### config.mk
export PLATFORM = sky130hd
export DESIGN_NAME = shift_right_pipe
export DESIGN_NICKNAME = d
export VERILOG_FILES = /design/src/rtl/alu_pkg.sv /design/src/rtl/shift_right_stage.sv /design/src/rtl/shift_right_pipe.sv
export SDC_FILE = /design/constraint.sdc
export NUM_CORES = 1
export LEC_CHECK = 0
export CAP_MARGIN = 20
export CORE_ASPECT_RATIO = 0.5
export CORE_MARGIN = 3
export CORE_UTILIZATION = 50
export CTS_CLUSTER_DIAMETER = 30
export CTS_CLUSTER_SIZE = 8
export DETAILED_ROUTE_END_ITERATION = 10
export HOLD_SLACK_MARGIN = 0.02
export PLACE_DENSITY = 0.8
export SYNTH_ARGS = -nofsm -noshare
export SYNTH_HDL_FRONTEND = slang
export SYNTH_SLANG_ARGS = --single-unit
### constraint.sdc
create_clock -name clk -period 2.1 [get_ports clk]
set_clock_uncertainty 0.15 [all_clocks]
set_input_delay 0.21 -clock clk [delete_from_list [all_inputs] [get_ports clk]]
set_output_delay 0.21 -clock clk [all_outputs]
set_load 0.01 [all_outputs]
### src/rtl/alu_pkg.sv
// alu_pkg: shared widths, shift-mode encodings and the shifter stage payload
package alu_pkg;
    localparam int DATA_W  = 32;
    localparam int SHAMT_W = 5;
    localparam int TAG_W   = 5;
    localparam logic SHIFT_LOGICAL = 1'b0;
    localparam logic SHIFT_ARITH   = 1'b1;
    typedef struct packed {
        logic [DATA_W-1:0]  data;
        logic [SHAMT_W-1:0] shamt;
        logic               arith;
        logic [TAG_W-1:0]   tag;
    } shift_pay_t;
endpackage

### src/rtl/shift_right_stage.sv
// shift_right_stage: one elastic register slice applying a conditional right shift by SHIFT
module shift_right_stage
    import alu_pkg::*;
#(
    parameter int SHIFT    = 16,
    parameter int CTRL_BIT = 4
) (
    input  logic       clk,
    input  logic       rst_n,
    input  logic       flush,
    input  logic       up_valid_i,
    input  shift_pay_t up_pay_i,
    input  logic       dn_accept_i,
    output logic       accept_o,
    output logic       valid_o,
    output shift_pay_t pay_o
);
    logic       valid_q;
    shift_pay_t pay_q, pay_d;
    logic       fill;
    always_comb begin
        fill = (up_pay_i.arith == SHIFT_ARITH) && up_pay_i.data[DATA_W-1];
        pay_d = up_pay_i;
        pay_d.data = up_pay_i.shamt[CTRL_BIT] ? {{SHIFT{fill}}, up_pay_i.data[DATA_W-1:SHIFT]} : up_pay_i.data;
    end
    assign accept_o = !valid_q || dn_accept_i;
    assign valid_o  = valid_q;
    assign pay_o    = pay_q;
    always_ff @(posedge clk or negedge rst_n) begin
        if (!rst_n) begin
            valid_q <= 1'b0;
            pay_q   <= '0;
        end else if (flush) begin
            valid_q <= 1'b0;
        end else if (accept_o) begin
            valid_q <= up_valid_i;
            if (up_valid_i) pay_q <= pay_d;
        end
    end
endmodule

### src/rtl/shift_right_pipe.sv
// shift_right_pipe: five-stage elastic 32-bit right barrel shifter (SRL/SRA) with tag and flush
module shift_right_pipe
    import alu_pkg::*;
#(
    parameter int DATA_W = 32,
    parameter int TAG_W  = 5
) (
    input  logic              clk,
    input  logic              rst_n,
    input  logic              flush,
    input  logic              in_valid,
    output logic              in_ready,
    input  logic [DATA_W-1:0] in_data,
    input  logic [4:0]        in_shamt,
    input  logic              in_arith,
    input  logic [TAG_W-1:0]  in_tag,
    output logic              out_valid,
    input  logic              out_ready,
    output logic [DATA_W-1:0] out_data,
    output logic [TAG_W-1:0]  out_tag
);
    logic [5:0] v, acc;
    shift_pay_t pay [6];
    logic       unused_pay;
    assign v[0]     = in_valid;
    assign pay[0]   = '{data: in_data, shamt: in_shamt, arith: in_arith, tag: in_tag};
    assign acc[5]   = out_ready;
    assign in_ready = acc[0] && !flush;
    // stage k handles shamt bit 4-k, i.e. shift distances 16, 8, 4, 2, 1
    for (genvar k = 0; k < 5; k++) begin : g_stage
        shift_right_stage #(.SHIFT(16 >> k), .CTRL_BIT(4 - k)) u_stage (
            .clk(clk),
            .rst_n(rst_n),
            .flush(flush),
            .up_valid_i(v[k]),
            .up_pay_i(pay[k]),
            .dn_accept_i(acc[k+1]),
            .accept_o(acc[k]),
            .valid_o(v[k+1]),
            .pay_o(pay[k+1])
        );
    end
    assign out_valid  = v[5];
    assign out_data   = pay[5].data;
    assign out_tag    = pay[5].tag;
    assign unused_pay = ^{pay[5].shamt, pay[5].arith};
endmodule

## Yosys cells after proc, flatten, opt, wreduce, memory -nomap -nowiden

Cells that the tools add are included.

- Register bits after elaboration: 204
- Logic and storage cells: 66
- Input port bits: 48
- Output and inout bits: 39

- Bitwise operators: 1
- Mux-type cells: 15
- Reductions and logical operators: 27

Operator list:

| operator | number |
|---|---|
| two-way mux 32 bit | 5 |
| AND reduction 3 bit | 5 |
| two-way mux 1 bit | 10 |
| nonzero test 2 bit | 5 |
| logical AND 1 bit | 6 |
| zero test 1 bit | 6 |
| logical OR 1 bit | 5 |
| NOT 1 bit | 1 |

## Depth between registers and ports, before layout

Gate-level depths: netlist of run 1.

- Depth in word-level cells: 8
- Gate-level depth with buffers: 5
- Depth with buffers taken out: 3

## Cells and area by module

From an unflattened synthesis of run 1, not the netlist that was laid out.

- Cell total of the unflattened synthesis: 702
- Area total of the unflattened synthesis: 10247.3 um^2

By module, submodules not included:

| module | cells each | area an instance (um^2) | sequential area each (um^2) | times used |
|---|---|---|---|---|
| shift_right_stage (g_stage[3].u_stage) | 136 | 2057.0 | 1101.1 | 1 |
| shift_right_stage (g_stage[4].u_stage) | 134 | 2054.5 | 1101.1 | 1 |
| shift_right_stage (g_stage[2].u_stage) | 138 | 2052.0 | 1101.1 | 1 |
| shift_right_stage (g_stage[1].u_stage) | 142 | 2040.7 | 1101.1 | 1 |
| shift_right_stage (g_stage[0].u_stage) | 151 | 2029.4 | 1101.1 | 1 |
| shift_right_pipe | 1 | 13.8 | 0.0 | 1 |

## Worst setup path after synthesis of run 1

No wires, ideal clock.

- Path type: register to register
- Start point: register g_stage[4].u_stage.valid_q
- End point: register g_stage[0].u_stage.pay_q, in the netlist g_stage[0].u_stage.pay_o[0]
- Arrival: 1.528 ns
- Period minus slack after synthesis: 1.803 ns
- Setup time: 0.125 ns
- Slack: 0.297 ns
- Stages on the path, launching flop included: 6
- Buffers on the path: 2
- Cells stage by stage: dfrtp_1 -> and4b_1 -> buf_4 -> a31oi_4 -> buf_2 -> mux2_2

- Cells in the longest elaborated chain, start to end: 7

RTL lines:

| item | RTL line | source |
|---|---|---|
| start: declaration | shift_right_stage.sv:18 | `logic valid_q;` |
| start signal: assignment | shift_right_stage.sv:36 | `valid_q <= up_valid_i;` |
| zero test 1 bit | shift_right_stage.sv:26 | `assign accept_o = !valid_q \|\| dn_accept_i;` |
| logical OR 1 bit (5 in a row) | shift_right_stage.sv:26 |  |
| AND reduction 3 bit (no source line) | n/a |  |
| end signal: assignment | shift_right_stage.sv:37 | `if (up_valid_i) pay_q <= pay_d;` |
| end: declaration | shift_right_stage.sv:19 | `shift_pay_t pay_q, pay_d;` |

Every way passes these cells.
A chain may end at the register's enable or synchronous reset.

## Final worst setup path of run 1

- Start point: register g_stage[3].u_stage.valid_q
- End point: register g_stage[1].u_stage.pay_q, in the netlist g_stage[1].u_stage.pay_o[20]

- Cells in the longest elaborated chain, start to end: 5

RTL lines:

| item | RTL line |
|---|---|
| start: declaration | shift_right_stage.sv:18 |
| start signal: assignment | shift_right_stage.sv:36 |
| zero test 1 bit | shift_right_stage.sv:26 |
| logical OR 1 bit (3 in a row) | shift_right_stage.sv:26 |
| AND reduction 3 bit (no source line) | n/a |
| end signal: assignment | shift_right_stage.sv:37 |
| end: declaration | shift_right_stage.sv:19 |

Every way passes these cells.

==> results of run 1 <==
==> logic make-up after synthesis <==
logic type      after synthesis  share of synthesized area [%]
mux                         306                          36.72
compound gates               40                          3.484
buf+inv                      56                          2.817
flops                       204                          54.47
simple gates                 39                          2.510
==> final timing paths <==
kind | startpoint | endpoint | slack, ps | depth (start not counted)
max | g_stage[3].u_stage.valid_o | g_stage[1].u_stage.pay_o[20] | 40 | 7
min | rst_n | g_stage[0].u_stage.pay_o[13] | 60 | 2
max reg2reg | g_stage[3].u_stage.valid_o | g_stage[1].u_stage.pay_o[20] | 40 | 7
min reg2reg | g_stage[1].u_stage.pay_o[7] | g_stage[1].u_stage.pay_o[7] | 330 | 1
max in group asynchronous | rst_n | g_stage[2].u_stage.pay_o[35] | 990 | 3
min in group clk | in_arith | g_stage[0].u_stage.pay_o[5] | 150 | 3
==> synth_stat cells <==
master	number	area, µm²
buf_1	1	3.750
nor2b_1	16	100.1
a31oi_1	2	12.51
a21oi_1	3	15.01
a31oi_4	1	21.27
nor3b_2	1	12.51
mux2_1	4	45.04
mux2i_1	3	30.03
nand3_1	2	10.01
and4b_1	1	10.01
nor3b_1	1	7.510
and3_1	2	12.51
a21oi_2	1	8.760
a211o_1	1	8.760
a2bb2oi_1	7	61.31
buf_6	1	11.26
a21boi_0	2	15.01
inv_1	12	45.04
o21ai_0	6	30.03
dfrtp_1	204	5105
buf_4	8	60.06
a311o_1	1	10.01
nor2_1	7	26.28
a211oi_2	1	12.51
clkbuf_1	21	78.83
o22a_1	15	131.4
buf_2	13	65.06
nand2b_1	9	56.30
mux2_2	299	3367
==> power breakdown <==
| group | total (W) | leakage (nW) | internal (W) | switching, W |
|---|---|---|---|---|
| registers | 0.00601 | 2.53 | 0.00514 | 0.000866 |
| clock network | 0.00440 | 0.427 | 0.00283 | 0.00157 |
| logic | 0.00359 | 2.07 | 0.00237 | 0.00122 |
==> repair_timing <==
action	in CTS	in global routing
endpoints found under the hold margin	204	0
hold buffers	1	0
cloned	0	2
pin swaps	1	1
setup endpoints to repair	1	28
buffers inserted	1	1
gates resized for setup	2	2
==> worst max-delay path, delay by kind of cell, from the launching register on <==
kind                   cells  cell delay (ps)
AOI/OAI and AO/OA          1              140
buffers and inverters      4              660
DFF                        1              420
muxes                      1              340
and+or+nand+nor            1              250
==> metal layers <==
metal / GRT usage (%) / vias to the layer above / share of wire, %
met1: 24.97 / 2763 / 46
met4: 4.553 / 0 / 1.6
li1: - / 2522 / -
met5: 0 / - / 0
met3: 3.232 / 26 / 3.1
met2: 32.03 / 74 / 50
==> metrics by stage <==
stage / cell area, µm² / total power [W] / hold slack [ps] / worst slack, ps
3_5_place_dp: 10660 / 0.009600 / 45.06 / -158.1
3_3_place_gp: 10660 / 0.009456 / 40.63 / -92.82
6_report: 11620 / 0.01400 / 57.97 / 38.60
4_1_cts: 11550 / 0.01416 / 56.27 / 51.87
2_1_floorplan: 9373 / 0.008375 / -235.6 / 297.2
5_1_grt: 11620 / 0.01476 / 92.12 / -13.98
==> placed cells by master (no fill, tap or decap), types with 2 or more instances in the layout <==
cell type        instances
a21oi_1                  3
nor2b_1                 16
clkbuf_16               33
clkdlybuf4s50_1         84
nand3_1                  2
a2bb2oi_1                7
nor2_1                   7
buf_12                  14
dfrtp_1                204
a31oi_1                  2
a21boi_0                 2
mux2i_1                  3
o21ai_0                  6
mux2_2                 299
mux2_1                   4
o22a_1                  15
nand2b_1                 9
inv_1                   12
and3_1                   2
clkbuf_1                 4
clkbuf_8                 4
buf_4                    9
==> cell type report <==
class	count	area [µm²]
Clock buffer	38	832.0
Clock inverter	2	38.79
Fill cell	1260	6246
Inverter	12	45.04
Multi-Input combinational cell	385	4024
Sequential cell	204	5105
Tap cell	234	292.8
Timing Repair Buffer	113	1284
==> sequential cells by signal, indices dropped and copies added (netlist names) <==
| signal | cells |
|---|---|
| g_stage.u_stage.pay_o | 199 |
| g_stage.u_stage.valid_o | 5 |
==> impl_metrics.py, run 1 <==
metrics = {
    "min_path": {
        "hp-class": "in -> async",
    },
    "die": {
        "io_pins": 87,
        "die_y_um": 102.8,
        "dieWidth_um": 199.6,
        "rows": 34,
        "die_area_um2": 20520,
        "core-area_um2": 17870,
        "initial_core_util_pct": 52.46,
    },
    "setup_path": {
        "worstSetupStartpointType": "flop",
        "worstPathRequired_ps": 2350,
        "critical_path.most_common_cell": "buf_4",
        "arrival_ps": 2320,
        "critPathSlowestCell": "dfrtp_1",
        "crit_type": "reg -> reg",
        "path_cells": "and4b_2 > buf_4 > buf_4 > a21oi_4 > buf_12 > clkbuf_16 > mux2_2",
        "critPathMaxFanout": 17,
        "slowest_delay_ps": 420,
        "critPathCaptureType": "flop",
    },
    "cts": {
        "cts_max_level": 1,
        "numCtsBuffers": 31,
        "clk_pin_slew_ps": 50,
        "clock_latency_ps": 530,
        "cts.sinks": 204,
        "cts_tree": "built",
        "cts_buffer_depth": 3,
        "clockRootBuffer": "clkbuf_16",
    },
    "route": {
        "wl_per_cell_um": 18.81,
        "drt-initial-drc-count": 257,
        "via_per_inst": 5.450,
        "totalWireLength_mm": 18.58,
        "drtAntennaViolNets": 0,
        "drt-pass1-iter-count": 4,
        "via_count": 5385,
        "drc": 0,
    },
    "grt": {
        "grt_max_degree": 52,
        "grt_pass1_wl_mm": 30.86,
        "grt_pass1_vias": 5864,
        "grt-ovfl-total": 0,
        "grt_use_total_pct": 18.57,
        "antenna_found_initial": 0,
    },
    "sta": {
        "setup_violations": 0,
        "timing.slew.headroom_pct": 56.64,
        "max_freq_ghz": 0.4851,
        "drv_slew": 0,
        "rsz0062_at_grt": "yes",
        "fin_crit_ps": 2061,
        "finalCritPeriodShare_pct": 98.16,
        "fin_tns_setup_ps": 0,
        "worst_pin_slew_ps": 650.5,
        "hold_viol": 0,
    },
    "logic_synthesis": {
        "syn_inst": 645,
        "ys_types": 29,
        "syn_nets": 693,
        "ys_seq_area_share_pct": 54.47,
        "synth_seq_cells": 204,
        "synth_area_um2": 9373,
        "ys_warn_count": 0,
        "avgSynthCellArea_um2": 14.53,
    },
    "finish": {
        "fin_util_pct": 65.04,
        "fin_cells": 988,
        "final_layout_size_suffix_gt1_share_pct": 48.81,
        "area_growth_pct": 23.99,
        "nNetsFinal": 795,
        "antenna_cells": 0,
    },
    "run_status": {
        "run_status": "complete, no violations",
    },
    "job": {
        "max_cap_viol_count": 0,
    },
    "pwr": {
        "p_leak_nw": 5.029,
        "vdd.ir_drop.worst_uv": 748.1,
        "powerDensity_nw_per_um2": 1205,
    },
    "place": {
        "place_inst": 943,
        "portBuffers": 86,
        "hpwl_mm": 12.13,
        "finalWeightedCongestion": 0.7784,
    },
}
(Power assumes the default switching activity.)
==> run 2: changes to the inputs <==
--- a/config.mk
+++ b/config.mk
@@ -9,6 +9,7 @@
 export CORE_ASPECT_RATIO = 0.5
 export CORE_MARGIN = 3
 export CORE_UTILIZATION = 50
+export CTS_BUF_LIST = sky130_fd_sc_hd__clkbuf_8
 export CTS_CLUSTER_DIAMETER = 30
 export CTS_CLUSTER_SIZE = 8
 export DETAILED_ROUTE_END_ITERATION = 10
==> run 2 against run 1 <==
Net effect:
- critical path depth did not move
- combinational power barely moved
- critical endpoint is now g_stage[1].u_stage.pay_o[15]
- non-clock buffer count rose by 2
- first-iteration DRC count fell by 3.1%
- worst hold slack improved by 75 ps
- sequential cell count did not move
- register-to-register slack barely moved
- routed wire length fell by 4.8%
- via count fell by 0.84%
- design area fell by 2.9%
- clock power fell by 33%
- largest cell class unchanged
==> impl_metrics.py, run 2 (synthesized netlist as in run 1, its figures left out) <==
metrics = {
    "cts": {
        "cts_buffer_depth": 3,
        "clk_pin_slew_ps": 60,
        "numCtsBuffers": 31,
        "cts_max_level": 1,
        "cts_tree": "built",
        "clock_latency_ps": 550,
        "cts.sinks": 204,
        "clockRootBuffer": "clkbuf_8",
    },
    "finish": {
        "nNetsFinal": 797,
        "fin_util_pct": 63.17,
        "largest_reg_flops": 199,
        "final_common_cell": "mux2_2",
        "final_layout_size_suffix_gt1_share_pct": 48.81,
        "fin_cells": 990,
        "area_growth_pct": 20.42,
        "final_cell_mix": "mux2_2, dfrtp_1, clkdlybuf4s50_1",
        "fin_area_um2": 11290,
        "antenna_cells": 0,
    },
    "setup_path": {
        "critPathMaxFanout": 17,
        "arrival_ps": 2330,
        "worstSetupStartpointType": "flop",
        "r2r-start": "g_stage[3].u_stage.valid_o",
        "worstPathRequired_ps": 2380,
        "critPathCaptureType": "flop",
        "worstReg2RegEnd": "g_stage[1].u_stage.pay_o[15]",
        "crit_type": "reg -> reg",
        "crit_start": "g_stage[3].u_stage.valid_o",
        "regToRegSetupSlack_ps": 50,
        "r2r_cells": 7,
    },
    "die": {
        "die_y_um": 102.8,
        "core-area_um2": 17870,
        "io_pins": 87,
        "rows": 34,
        "die_area_um2": 20520,
        "initial_core_util_pct": 52.46,
        "dieWidth_um": 199.6,
    },
    "min_path": {
        "hold_start": "in_arith",
        "min_path_cells": 3,
        "worstHoldEndpoint": "g_stage[0].u_stage.pay_o[5]",
        "hp-class": "in -> reg",
    },
    "sta": {
        "fin_ws_ps": 49.69,
        "hold_viol": 0,
        "max_freq_ghz": 0.4877,
        "timing.slew.headroom_pct": 55.68,
        "finalCritPeriodShare_pct": 97.63,
        "worst_pin_slew_ps": 664.8,
        "fin_crit_ps": 2050,
        "rsz0062_at_grt": "no",
        "drv_slew": 0,
        "setup_violations": 0,
    },
    "place": {
        "place_ws_ps": -158.1,
        "finalWeightedCongestion": 0.7784,
        "place_inst": 943,
        "hpwl_mm": 12.13,
        "portBuffers": 86,
        "place_area_um2": 10660,
    },
    "grt": {
        "grt_use_total_pct": 17.70,
        "grt_max_degree": 52,
        "grt_pass1_wl_mm": 29.36,
        "antenna_found_initial": 0,
        "grt-ovfl-total": 0,
        "grt_pass1_vias": 5687,
    },
    "pwr": {
        "vdd.ir_drop.worst_uv": 551.4,
        "powerDensity_nw_per_um2": 1107,
        "p_leak_nw": 4.894,
    },
    "route": {
        "drt-initial-drc-count": 249,
        "wl_per_cell_um": 17.88,
        "via_per_inst": 5.394,
        "drc": 0,
        "drtAntennaViolNets": 0,
        "totalWireLength_mm": 17.70,
        "via_count": 5340,
        "drt-pass1-iter-count": 4,
    },
    "job": {
        "max_cap_viol_count": 0,
    },
    "run_status": {
        "run_status": "complete, no violations",
    },
}
run 2: layout make-up:
class | count | area, µm²
Clock buffer | 34 | 467.9
Clock inverter | 6 | 53.80
Fill cell | 1331 | 6580
Inverter | 12 | 45.04
Multi-Input combinational cell | 385 | 4024
Sequential cell | 204 | 5105
Tap cell | 234 | 292.8
Timing Repair Buffer | 115 | 1299
run 2: layer usage:
metal	global-route usage [%]	vias to the layer above	wire, µm
li1	-	2531	-
met1	24.45	2722	8451
met2	29.80	65	8496
met3	3.069	22	538
met4	4.231	0	212
met5	0	-	0
run 2: how the worst max path moves through the flow:
stage,endpoint,slack (ps),cells after the start
CTS,in_ready,40,3
global route,g_stage[1].u_stage.pay_o[25],10,7
detailed placement,g_stage[1].u_stage.pay_o[18],-160,6
global placement,g_stage[1].u_stage.pay_o[13],-90,6
floorplan,g_stage[0].u_stage.pay_o[0],300,5
finish,g_stage[1].u_stage.pay_o[15],50,7
run 2: repair_timing:
action / in CTS / in global routing
setup buffers: 1 / 1
endpoints found under the hold margin: 204 / 0
endpoints found under the setup margin: 1 / 12
hold buffers: 3 / 0
pin swaps: 1 / 1
gates cloned: 0 / 2
gates resized for setup: 2 / 3
run 2: per-stage QoR:
stage,power [W],setup TNS [ps],hold WS [ps]
final,0.01249,0,133.1
after global routing,0.01326,0,115.0
after CTS,0.01263,0,101.4
after detailed placement,0.009600,-8862,45.06
after global placement,0.009456,-3807,40.63
after floorplan,0.008375,0,-235.6
run 2: power breakdown:
group	internal [W]	total (W)	leakage, nW	switching, W
Combinational	0.00237	0.00356	2.08	0.00119
Clock	0.00156	0.00296	0.284	0.00140
Sequential	0.00513	0.00597	2.53	0.000841
run 2: critical path, stage by stage (launching register included):
cell,delay [ps]
dfrtp_1,420
and4b_2,260
buf_6,140
buf_4,150
a21oi_4,150
buf_12,150
clkbuf_16,180
mux2_2,340
==> run 3: changes to the inputs <==
--- a/config.mk
+++ b/config.mk
@@ -15,6 +15,7 @@
 export DETAILED_ROUTE_END_ITERATION = 10
 export HOLD_SLACK_MARGIN = 0.02
 export PLACE_DENSITY = 0.8
+export REMOVE_ABC_BUFFERS = 1
 export SYNTH_ARGS = -nofsm -noshare
 export SYNTH_HDL_FRONTEND = slang
 export SYNTH_SLANG_ARGS = --single-unit
==> run 3 against run 2 <==
Net effect:
- worst setup slack improved by 25 ps
- clock power increased by 16%
- routed wire length about the same
- sequential cell count unchanged
- via count about the same
- critical path depth decreased by 2
- count of clock-buffer cells in the layout increased by 6
- maximum frequency increased by 1.2%
- critical path type unchanged
- worst hold slack got worse by 74 ps
==> impl_metrics.py, run 3 (synthesized netlist as in run 1, its figures left out) <==
metrics = {
    "run_status": {
        "run_status": "complete, no violations",
    },
    "cts": {
        "clockRootBuffer": "clkbuf_8",
        "clk_pin_slew_ps": 60,
        "cts.sinks": 204,
        "clock_latency_ps": 510,
        "cts_tree": "built",
        "cts_buffer_depth": 3,
        "numCtsBuffers": 35,
        "cts_max_level": 2,
    },
    "sta": {
        "rsz0062_at_grt": "yes",
        "hold_viol": 0,
        "worst_pin_slew_ps": 402.7,
        "timing.slew.headroom_pct": 73.15,
        "setup_violations": 0,
        "drv_slew": 0,
        "fin_crit_ps": 2025,
        "fin_ws_ps": 74.83,
        "max_freq_ghz": 0.4938,
        "finalCritPeriodShare_pct": 96.44,
    },
    "setup_path": {
        "crit_type": "reg -> reg",
        "slowest_delay_ps": 420,
        "regToRegSetupSlack_ps": 70,
        "path_cells": "and4b_1 > buf_4 > nor3b_4 > buf_12 > mux2_2",
        "critPathMaxFanout": 40,
        "arrival_ps": 2250,
        "critPathCaptureType": "flop",
        "cp_num_buf_inv": 2,
        "critical-path-top-delay-family": "simple AND/OR/NAND/NOR gates",
        "worstSetupStartpointType": "flop",
        "critPathSlowestCell": "dfrtp_1",
        "worstPathRequired_ps": 2330,
    },
    "route": {
        "drtAntennaViolNets": 0,
        "drt-initial-drc-count": 148,
        "via_per_inst": 5.325,
        "via_count": 5341,
        "drt-pass1-iter-count": 4,
        "wl_per_cell_um": 17.65,
        "totalWireLength_mm": 17.70,
        "drc": 0,
    },
    "die": {
        "die_y_um": 102.8,
        "rows": 34,
        "core-area_um2": 17870,
        "io_pins": 87,
        "dieWidth_um": 199.6,
        "die_area_um2": 20520,
        "initial_core_util_pct": 52.46,
    },
    "place": {
        "portBuffers": 86,
        "finalWeightedCongestion": 0.7907,
        "place_ws_ps": -157.1,
        "hpwl_mm": 11.82,
    },
    "grt": {
        "grt_pass1_wl_mm": 30.02,
        "grt-ovfl-total": 0,
        "antenna_found_initial": 0,
        "grt_max_degree": 74,
        "grt_use_total_pct": 18.18,
        "grt_pass1_vias": 5871,
    },
    "finish": {
        "nFillCells": 1332,
        "final_common_cell": "mux2_2",
        "fin_util_pct": 63.53,
        "nNetsFinal": 800,
        "largest_reg_flops": 199,
        "final_cell_mix": "mux2_2, dfrtp_1, clkdlybuf4s50_1",
        "area_growth_pct": 21.11,
        "antenna_cells": 0,
        "final_layout_size_suffix_gt1_share_pct": 49.54,
    },
    "pwr": {
        "powerDensity_nw_per_um2": 1143,
        "total_power_w": 0.01297,
        "vdd.ir_drop.worst_uv": 437.2,
        "p_leak_nw": 4.935,
    },
    "job": {
        "max_cap_viol_count": 0,
    },
    "min_path": {
        "hp-class": "in -> async",
    },
}
[run 3: cell types whose count changed in the layout (fill, tap and decap cells not counted), sizes merged]
cell,before,now
clkinvlp,0,5
clkbuf,38,42
buf,24,27
dlygate4sd3,3,1
inv,16,18
clkinv,1,2
[run 3: per-layer routing]
metal,vias to the layer above,share of wire (%),global-route usage [%],wire length [µm]
li1,2543,-,-,-
met1,2712,49,25.41,8689
met2,62,46,29.56,8209
met3,24,3.4,3.950,594
met4,0,1.2,4.339,206
met5,-,0,0,0
[run 3: cell type report]
cell class	instances	area [µm²]	area share, %
sequential	204	5105	44.97
inverter	12	45.04	0.3968
clock inverter	14	100.1	0.8818
clock buffer	40	550.5	4.850
tap	234	292.8	2.579
multi-input combinational	385	4023	35.44
timing repair buffer	114	1235	10.88
[run 3: stage by stage]
stage	std cells	cell area (µm²)	setup TNS, ps	hold WS [ps]
2_1_floorplan	601	9154	-134270	-235.6
3_3_place_gp	948	10700	-6771	20.82
3_5_place_dp	948	10700	-9705	26.09
4_1_cts	1003	11350	0	49.33
5_1_grt	1003	11350	-5.072	96.91
6_report	1003	11350	0	59.14
[run 3: path summary, 6_finish.rpt]
path,start,to,depth (start not counted)
setup / recovery,g_stage[3].u_stage.valid_o,g_stage[2].u_stage.pay_o[12],5
hold / removal,rst_n,g_stage[2].u_stage.pay_o[24],2
setup reg to reg,g_stage[3].u_stage.valid_o,g_stage[2].u_stage.pay_o[12],5
hold reg to reg,g_stage[1].u_stage.pay_o[7],g_stage[1].u_stage.pay_o[7],1
max in group asynchronous,rst_n,g_stage[1].u_stage.pay_o[5],3
min in group clk,in_tag[3],g_stage[0].u_stage.pay_o[3],2
[run 3: power breakdown]
group / internal, W / switching (W)
registers: 0.00513 / 0.000820
clock network: 0.00185 / 0.00157
logic: 0.00237 / 0.00123
total: 0.00936 / 0.00361
[run 3: timing repair]
action,CTS,global route
buffers inserted,0,0
endpoints found under the setup margin,1,2
hold buffers,1,0
endpoints found under the hold margin,204,0
resized for setup,1,2
